===== src/rtl/oufbuf_ctrl.sv =====
// CNN output frame buffer controller: fills a frame buffer and scans it out to a display.
// Optional sticky error flag oErr is enabled by defining OUFBUF_CTRL_ERR_EN.
module oufbuf_ctrl #(
  parameter int IMG_W = 480,
  parameter int IMG_H = 272,
  parameter int DEPTH = IMG_W * IMG_H
) (
  input  logic        iClk,
  input  logic        iRst,
  input  logic        iEnClk,
  input  logic        iFrmStart,
  input  logic        iPixValid,
  input  logic [15:0] iPixData,
  output logic        oPixReady,
  output logic        oWrEn,
  output logic [16:0] oWrAddr,
  output logic [15:0] oWrData,
  input  logic        iScanReq,
  output logic [16:0] oRdAddr,
  input  logic [15:0] iRdData,
  output logic        oDispValid,
  output logic [15:0] oDispData,
  output logic        oDispLast,
  output logic        oFrmDone,
  output logic        oBusy
`ifdef OUFBUF_CTRL_ERR_EN
  ,
  output logic        oErr
`endif
);

  localparam int AW = 17;
  localparam logic [AW-1:0] LAST = AW'(DEPTH - 1);

  typedef enum logic [1:0] {
    IDLE,
    FILL,
    FULL,
    SCAN
  } state_e;

  state_e          state_q, state_d;
  logic [AW-1:0]   wr_cnt_q, wr_cnt_d;
  logic [AW-1:0]   rd_cnt_q, rd_cnt_d;
  logic            pend_q, pend_d;
  logic            done_q, done_d;
  logic            dv_q, dv_d;
  logic            dl_q, dl_d;
  logic            in_fill;

  assign in_fill = (state_q == FILL);

  always_comb begin
    state_d  = state_q;
    wr_cnt_d = wr_cnt_q;
    rd_cnt_d = rd_cnt_q;
    pend_d   = pend_q;
    done_d   = 1'b0;
    dv_d     = 1'b0;
    dl_d     = 1'b0;
    unique case (state_q)
      IDLE: begin
        if (iFrmStart) begin
          state_d  = FILL;
          wr_cnt_d = '0;
        end
      end
      FILL: begin
        // a frame start aborts the frame and swallows a coincident write
        if (iFrmStart) begin
          wr_cnt_d = '0;
        end else if (iPixValid) begin
          if (wr_cnt_q == LAST) begin
            state_d  = FULL;
            wr_cnt_d = '0;
            done_d   = 1'b1;
          end else begin
            wr_cnt_d = wr_cnt_q + 1'b1;
          end
        end
      end
      FULL: begin
        if (iScanReq) begin
          state_d  = SCAN;
          rd_cnt_d = '0;
          pend_d   = iFrmStart;
        end else if (iFrmStart) begin
          state_d  = FILL;
          wr_cnt_d = '0;
        end
      end
      SCAN: begin
        dv_d = 1'b1;
        dl_d = (rd_cnt_q == LAST);
        if (rd_cnt_q == LAST) begin
          rd_cnt_d = '0;
          pend_d   = 1'b0;
          if (pend_q || iFrmStart) begin
            state_d  = FILL;
            wr_cnt_d = '0;
          end else begin
            state_d = FULL;
          end
        end else begin
          rd_cnt_d = rd_cnt_q + 1'b1;
          if (iFrmStart) pend_d = 1'b1;
        end
      end
      default: state_d = IDLE;
    endcase
  end

  always_ff @(posedge iClk) begin
    if (iRst) begin
      state_q  <= IDLE;
      wr_cnt_q <= '0;
      rd_cnt_q <= '0;
      pend_q   <= 1'b0;
      done_q   <= 1'b0;
      dv_q     <= 1'b0;
      dl_q     <= 1'b0;
    end else if (iEnClk) begin
      state_q  <= state_d;
      wr_cnt_q <= wr_cnt_d;
      rd_cnt_q <= rd_cnt_d;
      pend_q   <= pend_d;
      done_q   <= done_d;
      dv_q     <= dv_d;
      dl_q     <= dl_d;
    end
  end

`ifdef OUFBUF_CTRL_ERR_EN
  logic err_q, err_d;

  always_comb begin
    err_d = err_q;
    if (iPixValid && !in_fill) err_d = 1'b1;
    if (iFrmStart && in_fill && (wr_cnt_q != '0)) err_d = 1'b1;
  end

  always_ff @(posedge iClk) begin
    if (iRst) begin
      err_q <= 1'b0;
    end else if (iEnClk) begin
      err_q <= err_d;
    end
  end

  assign oErr = err_q;
`endif

  assign oPixReady  = in_fill;
  assign oWrEn      = iPixValid & in_fill & iEnClk;
  assign oWrAddr    = wr_cnt_q;
  assign oWrData    = iPixData;
  assign oRdAddr    = rd_cnt_q;
  assign oDispValid = dv_q;
  assign oDispData  = iRdData;
  assign oDispLast  = dl_q;
  assign oFrmDone   = done_q;
  assign oBusy      = (state_q != IDLE);

endmodule


===== config.mk =====
export PLATFORM = sky130hd
export DESIGN_NAME = oufbuf_ctrl
export DESIGN_NICKNAME = d
export VERILOG_FILES = /design/src/rtl/oufbuf_ctrl.sv
export SDC_FILE = /design/constraint.sdc
export NUM_CORES = 1
export LEC_CHECK = 0
export BUFFER_PORTS_ARGS = -buffer_cell sky130_fd_sc_hd__clkbuf_2
export CAP_MARGIN = 40
export CORE_MARGIN = 2
export CORE_UTILIZATION = 35
export CTS_CLUSTER_SIZE = 20
export DETAILED_ROUTE_END_ITERATION = 12
export PLACE_DENSITY = 0.63
export SYNTH_ARGS = -nofsm -noshare
export SYNTH_HDL_FRONTEND = slang
export SYNTH_SLANG_ARGS = --single-unit

===== constraint.sdc =====
create_clock -name iClk -period 4.5 [get_ports iClk]
set_input_delay 0.225 -clock iClk [delete_from_list [all_inputs] [get_ports iClk]]
set_output_delay 0.225 -clock iClk [all_outputs]
set_load 0.02 [all_outputs]

### Word-level counts from Yosys, hierarchy flattened

Index checks and enable logic that the tools add are counted.

| word-level totals | value |
|---|---|
| bits in registers | 40 |
| output and inout port bits | 72 |
| logic and storage cells | 62 |

| cells by class | value |
|---|---|
| add/sub/neg operators | 2 |
| equal/unequal tests | 14 |
| muxes and demuxes | 29 |
| bitwise operators | 2 |
| reduce and logical (&&, ||, !) cells | 8 |

Operators with widths:

| operator | count |
|---|---|
| $mux 17 | 9 |
| $pmux 17 s4 | 1 |
| $add 17x1->17 const B | 2 |
| $eq 17x17->1 const B | 2 |
| $pmux 17 s2 | 1 |
| $mux 2 | 7 |
| $ne 2x2->1 const B | 6 |
| $reduce_and 5->1 | 2 |
| $mux 1 | 9 |
| $pmux 2 s4 | 1 |
| $ne 3x3->1 const B | 2 |
| $eq 2x2->1 const B | 2 |
| $reduce_and 4->1 | 1 |
| $reduce_bool 2->1 | 2 |
| $reduce_and 3->1 | 1 |
| $and 1x1->1 | 2 |
| $eq 2x1->1 const B | 1 |
| $logic_not 2->1 | 1 |
| $ne 2x1->1 const B | 1 |
| $pmux 1 s2 | 1 |
| $logic_or 1x1->1 | 1 |

### Depth between registers and ports, before layout

| logic depth | value |
|---|---|
| word-level depth | 5 |
| gate-level depth with buffers | 7 |

### Worst setup path before layout

OpenSTA, ideal clock, no wires.

| timing path | value |
|---|---|
| path kind | register to register |
| start point | reg rd_cnt_q[0], in the netlist oRdAddr[0] |
| end point | reg wr_cnt_q[8], in the netlist oWrAddr[8] |
| setup time | 86 ps |
| arrival | 2074 ps |
| slack | 2339 ps |
| cell stages (with the launch flop) | 7 |
| clock period less this slack | 2161 ps |
| cell sequence | dfxtp_1 > ha_1 > nand2_1 > nor4_4 > a21oi_2 > or4_1 > a221oi_2 |

| on the way | value |
|---|---|
| cells in the longest elaborated chain, start to end | 3 |

Ends and longest elaborated chain:

| element | line | RTL |
|---|---|---|
| from (decl) | 44 | `logic [AW-1:0] rd_cnt_q, rd_cnt_d;` |
| from (signal assigned) | 125 | `rd_cnt_q <= rd_cnt_d;` |
| $eq 17x17->1 | 95 | `if (rd_cnt_q == LAST) begin` |
| $ne 2x2->1 (no source line) | n/a |  |
| $reduce_and 5->1 (no source line) | n/a |  |
| to (signal assigned) | 124 | `wr_cnt_q <= wr_cnt_d;` |
| to (decl) | 43 | `logic [AW-1:0] wr_cnt_q, wr_cnt_d;` |

Every way passes these cells.
A chain may end at the register's enable or synchronous reset.

### Final worst setup path

| timing path | value |
|---|---|
| start point | reg rd_cnt_q[10], in the netlist oRdAddr[10] |
| end point | reg rd_cnt_q[3], in the netlist oRdAddr[3] |

| on the way | value |
|---|---|
| cells in the longest elaborated chain, start to end | 3 |

Ends and longest elaborated chain:

| element | line | RTL |
|---|---|---|
| $eq 17x17->1 | 95 |  |
| $mux 17 | 95 |  |
| $pmux 17 s2 | 61 | `unique case (state_q)` |

Every way passes these cells.

==> results_dict.tcl <==
set metrics [dict create \
    clock_latency_ps 290 \
    end_kind "register" \
    synth_largest_type_area_fraction 0.344 \
    drtIter0Drc 119 \
    worst-setup-path-type "reg -> reg" \
    vias 2020 \
    place_ws_ps 2210 \
    worst_ir_drop_on_vdd_v 0.000184 \
    yosysWarnings 0 \
    totalNegativeSetupSlack_ps 0 \
    synthMostInstantiatedCell "dfxtp_1" \
    async_reset_ff_frac 0 \
    tritoncts_clock_tree "built" \
    cts_htree_levels 2 \
    cts_buffers 5 \
    synth-seq-cells 40 \
    grt_max_degree 27 \
    buffer_ports.inserted 45 \
    grt_pass1_vias 1827 \
    run_status "finished, final reports clean" \
    place.detailed.hpwl_um 3860 \
    synth_simple_gate_area_share 0.273 \
    ys_top_cells_by_area "dfxtp_1 (34%), buf_4 (10%), nand2_1 (4.2%)" \
    std_cell_rows 29 \
    chipWidth_um 85.5 \
    boundary_pin_count 110 \
    number_of_synthesized_flops_with_an_enable_pin 0 \
    final_critical_path_setup_slack_ps 2180 \
    synth_compound_gate_area_share 0.181 \
    static-leakage-power_uw 0.000935 \
    route.final.wire_length_um 5310 \
    postCtsResizedCells 0 \
    yosys-top-cells-count "dfxtp_1 (40), buf_4 (32), nand2_1 (26), nor2_1 (25), a21oi_1 (13)" \
    drt-pass1-iter-count 4 \
    placeableCoreArea_um2 6390 \
    timing_worst_slew_pin_value_ps 932 \
    n_antenna_cell 0 \
    antenna_violating_nets_post_route 0 \
    final_period_minus_worst_setup_slack_ps 2320 \
    synth.net_count 323 \
    fin_util 0.394 \
    startpoint_type_of_the_worst_setup_path "register" \
    detail_route.vias_per_cell 5.43 \
    die_h_um 85.5 \
    synth_adder_area_share 0.0108 \
    clk_pin_slew_worst_paths_ps 80 \
    required_ps 4680 \
    power.density_nw_per_um2 293 \
    clock_sinks 40 \
    finalMaxSlewViolations 0 \
    hold_slack_ps 303 \
    layout_area_growth_over_synthesis_pct 8.01 \
    post_cts_buffers 0 \
    drc_violations_left 0 \
    synth_area_um2 2330 \
    netlist.top_cell.by_area "dfxtp_1" \
    worst-endpoint-arrival_ps 2500 \
    synthesis.instances 283 \
    maxSlewHeadroom 0.373 \
    grt_setup_unrepaired "false" \
    cts_hold_buf 0 \
    initial_utilization 0.364 \
    ys_seq_area_frac 0.344 \
    muxShareOfSynthArea 0.00430 \
    gp_routability_congestion 0.857 \
    synthXorXnorAreaFrac 0.0527 \
    min_period_over_period 0.515 \
    fp.dieArea_um2 7320 \
    cts_root_buf "clkbuf_8" \
    timing.critical_path.fanout_max 10 \
    wire_length_of_the_first_global_routing_pass_um 8740 \
    post_route_cells_drive_above_1_share 0.210 \
    finalSetupViolCount 0 \
    finalHoldViolCount 0 \
    cap_violations 0 \
    grtUsageTotal 0.146 \
    synthDistinctLibCells 54 \
    fin_nets 335 \
    ys.flop_type "dfxtp_1" \
    detail_routed_net_length_per_standard_cell_um 14.3 \
    antenna_found_initial 0 \
    clock_skew_ps 11.8 \
    synth_top_family_by_area "simple AND/OR/NAND/NOR gates" \
    hold_class "in -> reg" \
    synth_area_per_cell_um2 8.22 \
    clock_tree.buffer_depth 2 \
    fmax_ghz 0.431 \
    grt-ovfl-total 0 \
]
[final cells by class]
type	instances	area [um2]
well taps	77	96.3
fillers	664	3870
flip-flops and latches	40	801
inverters	6	22.5
clock inverters	2	60.1
multi-input cells	193	1210
repair buffers	49	253
clock buffers	5	68.8
[cells in the final DEF, fill, tap and decap left out, types with 4 or more instances in the layout]
cell type	Yosys	final
o21ai_0	10	10
nand2_1	26	26
nand4_1	8	8
a21oi_1	13	13
clkbuf_2	0	45
xnor2_1	5	5
a31oi_1	4	4
a311oi_1	10	10
clkbuf_8	0	5
dfxtp_1	40	40
nor3_1	4	4
nand2b_1	6	6
inv_1	6	6
and3_1	8	8
xor2_1	9	9
nand4b_1	4	4
nor2_1	25	25
nand3_1	12	12
[where the power goes]
part	internal (uW)	leakage [uW]	switching, uW
combinational	10.4	0.000549	22.8
sequential	354	0.000322	1.90
clock	219	0.0000642	127
total	583	0.000935	152
[kinds of logic (layout without fill, tap and decap cells)]
family | count (synthesis) | after routing
AOI/OAI and AO/OA | 60 | 60
xor gates and xnor gates | 14 | 14
adders and majority gates | 2 | 2
buffers and inverters | 50 | 62
DFF | 40 | 40
muxes | 1 | 1
and+or+nand+nor | 116 | 116
[flip-flops by register name, summed over array words and instances, names as in the netlist]
register and flops:
pend_q 1, oDispLast 1, oRdAddr 17, oDispValid 1
oWrAddr 17, oFrmDone 1, state_q 2
[routing by layer]
metal,global-route usage,share of wire,up-vias
li1,-,-,1021
met1,0.196,0.48,927
met2,0.222,0.45,62
met3,0.0452,0.063,10
met4,0.0505,0.0096,0
met5,0,0,-
[final timing paths]
path                    start          to  slack, ps  depth (start not counted)
setup reg to reg  oRdAddr[10]  oRdAddr[3]       2180                          6
hold / removal         iEnClk   oDispLast        300                          3
hold reg to reg     oDispLast   oDispLast        470                          2
setup / recovery  oRdAddr[10]  oRdAddr[3]       2180                          6
[worst max-delay path: stages, from the launching register on]
cell      delay (ps)
dfxtp_1          520
nand4_2          170
nor4_4           440
a21oi_2          200
o21bai_1         540
buf_4            290
nor2_1            60
[stage by stage]
step	instance area, um2	cells	total power [uW]
final	2510	372	735
after detailed placement	2380	365	398
after CTS	2510	372	744
after global placement	2370	363	397
after global routing	2510	372	764
after floorplan	2330	283	427
(Power assumes the default switching activity.)
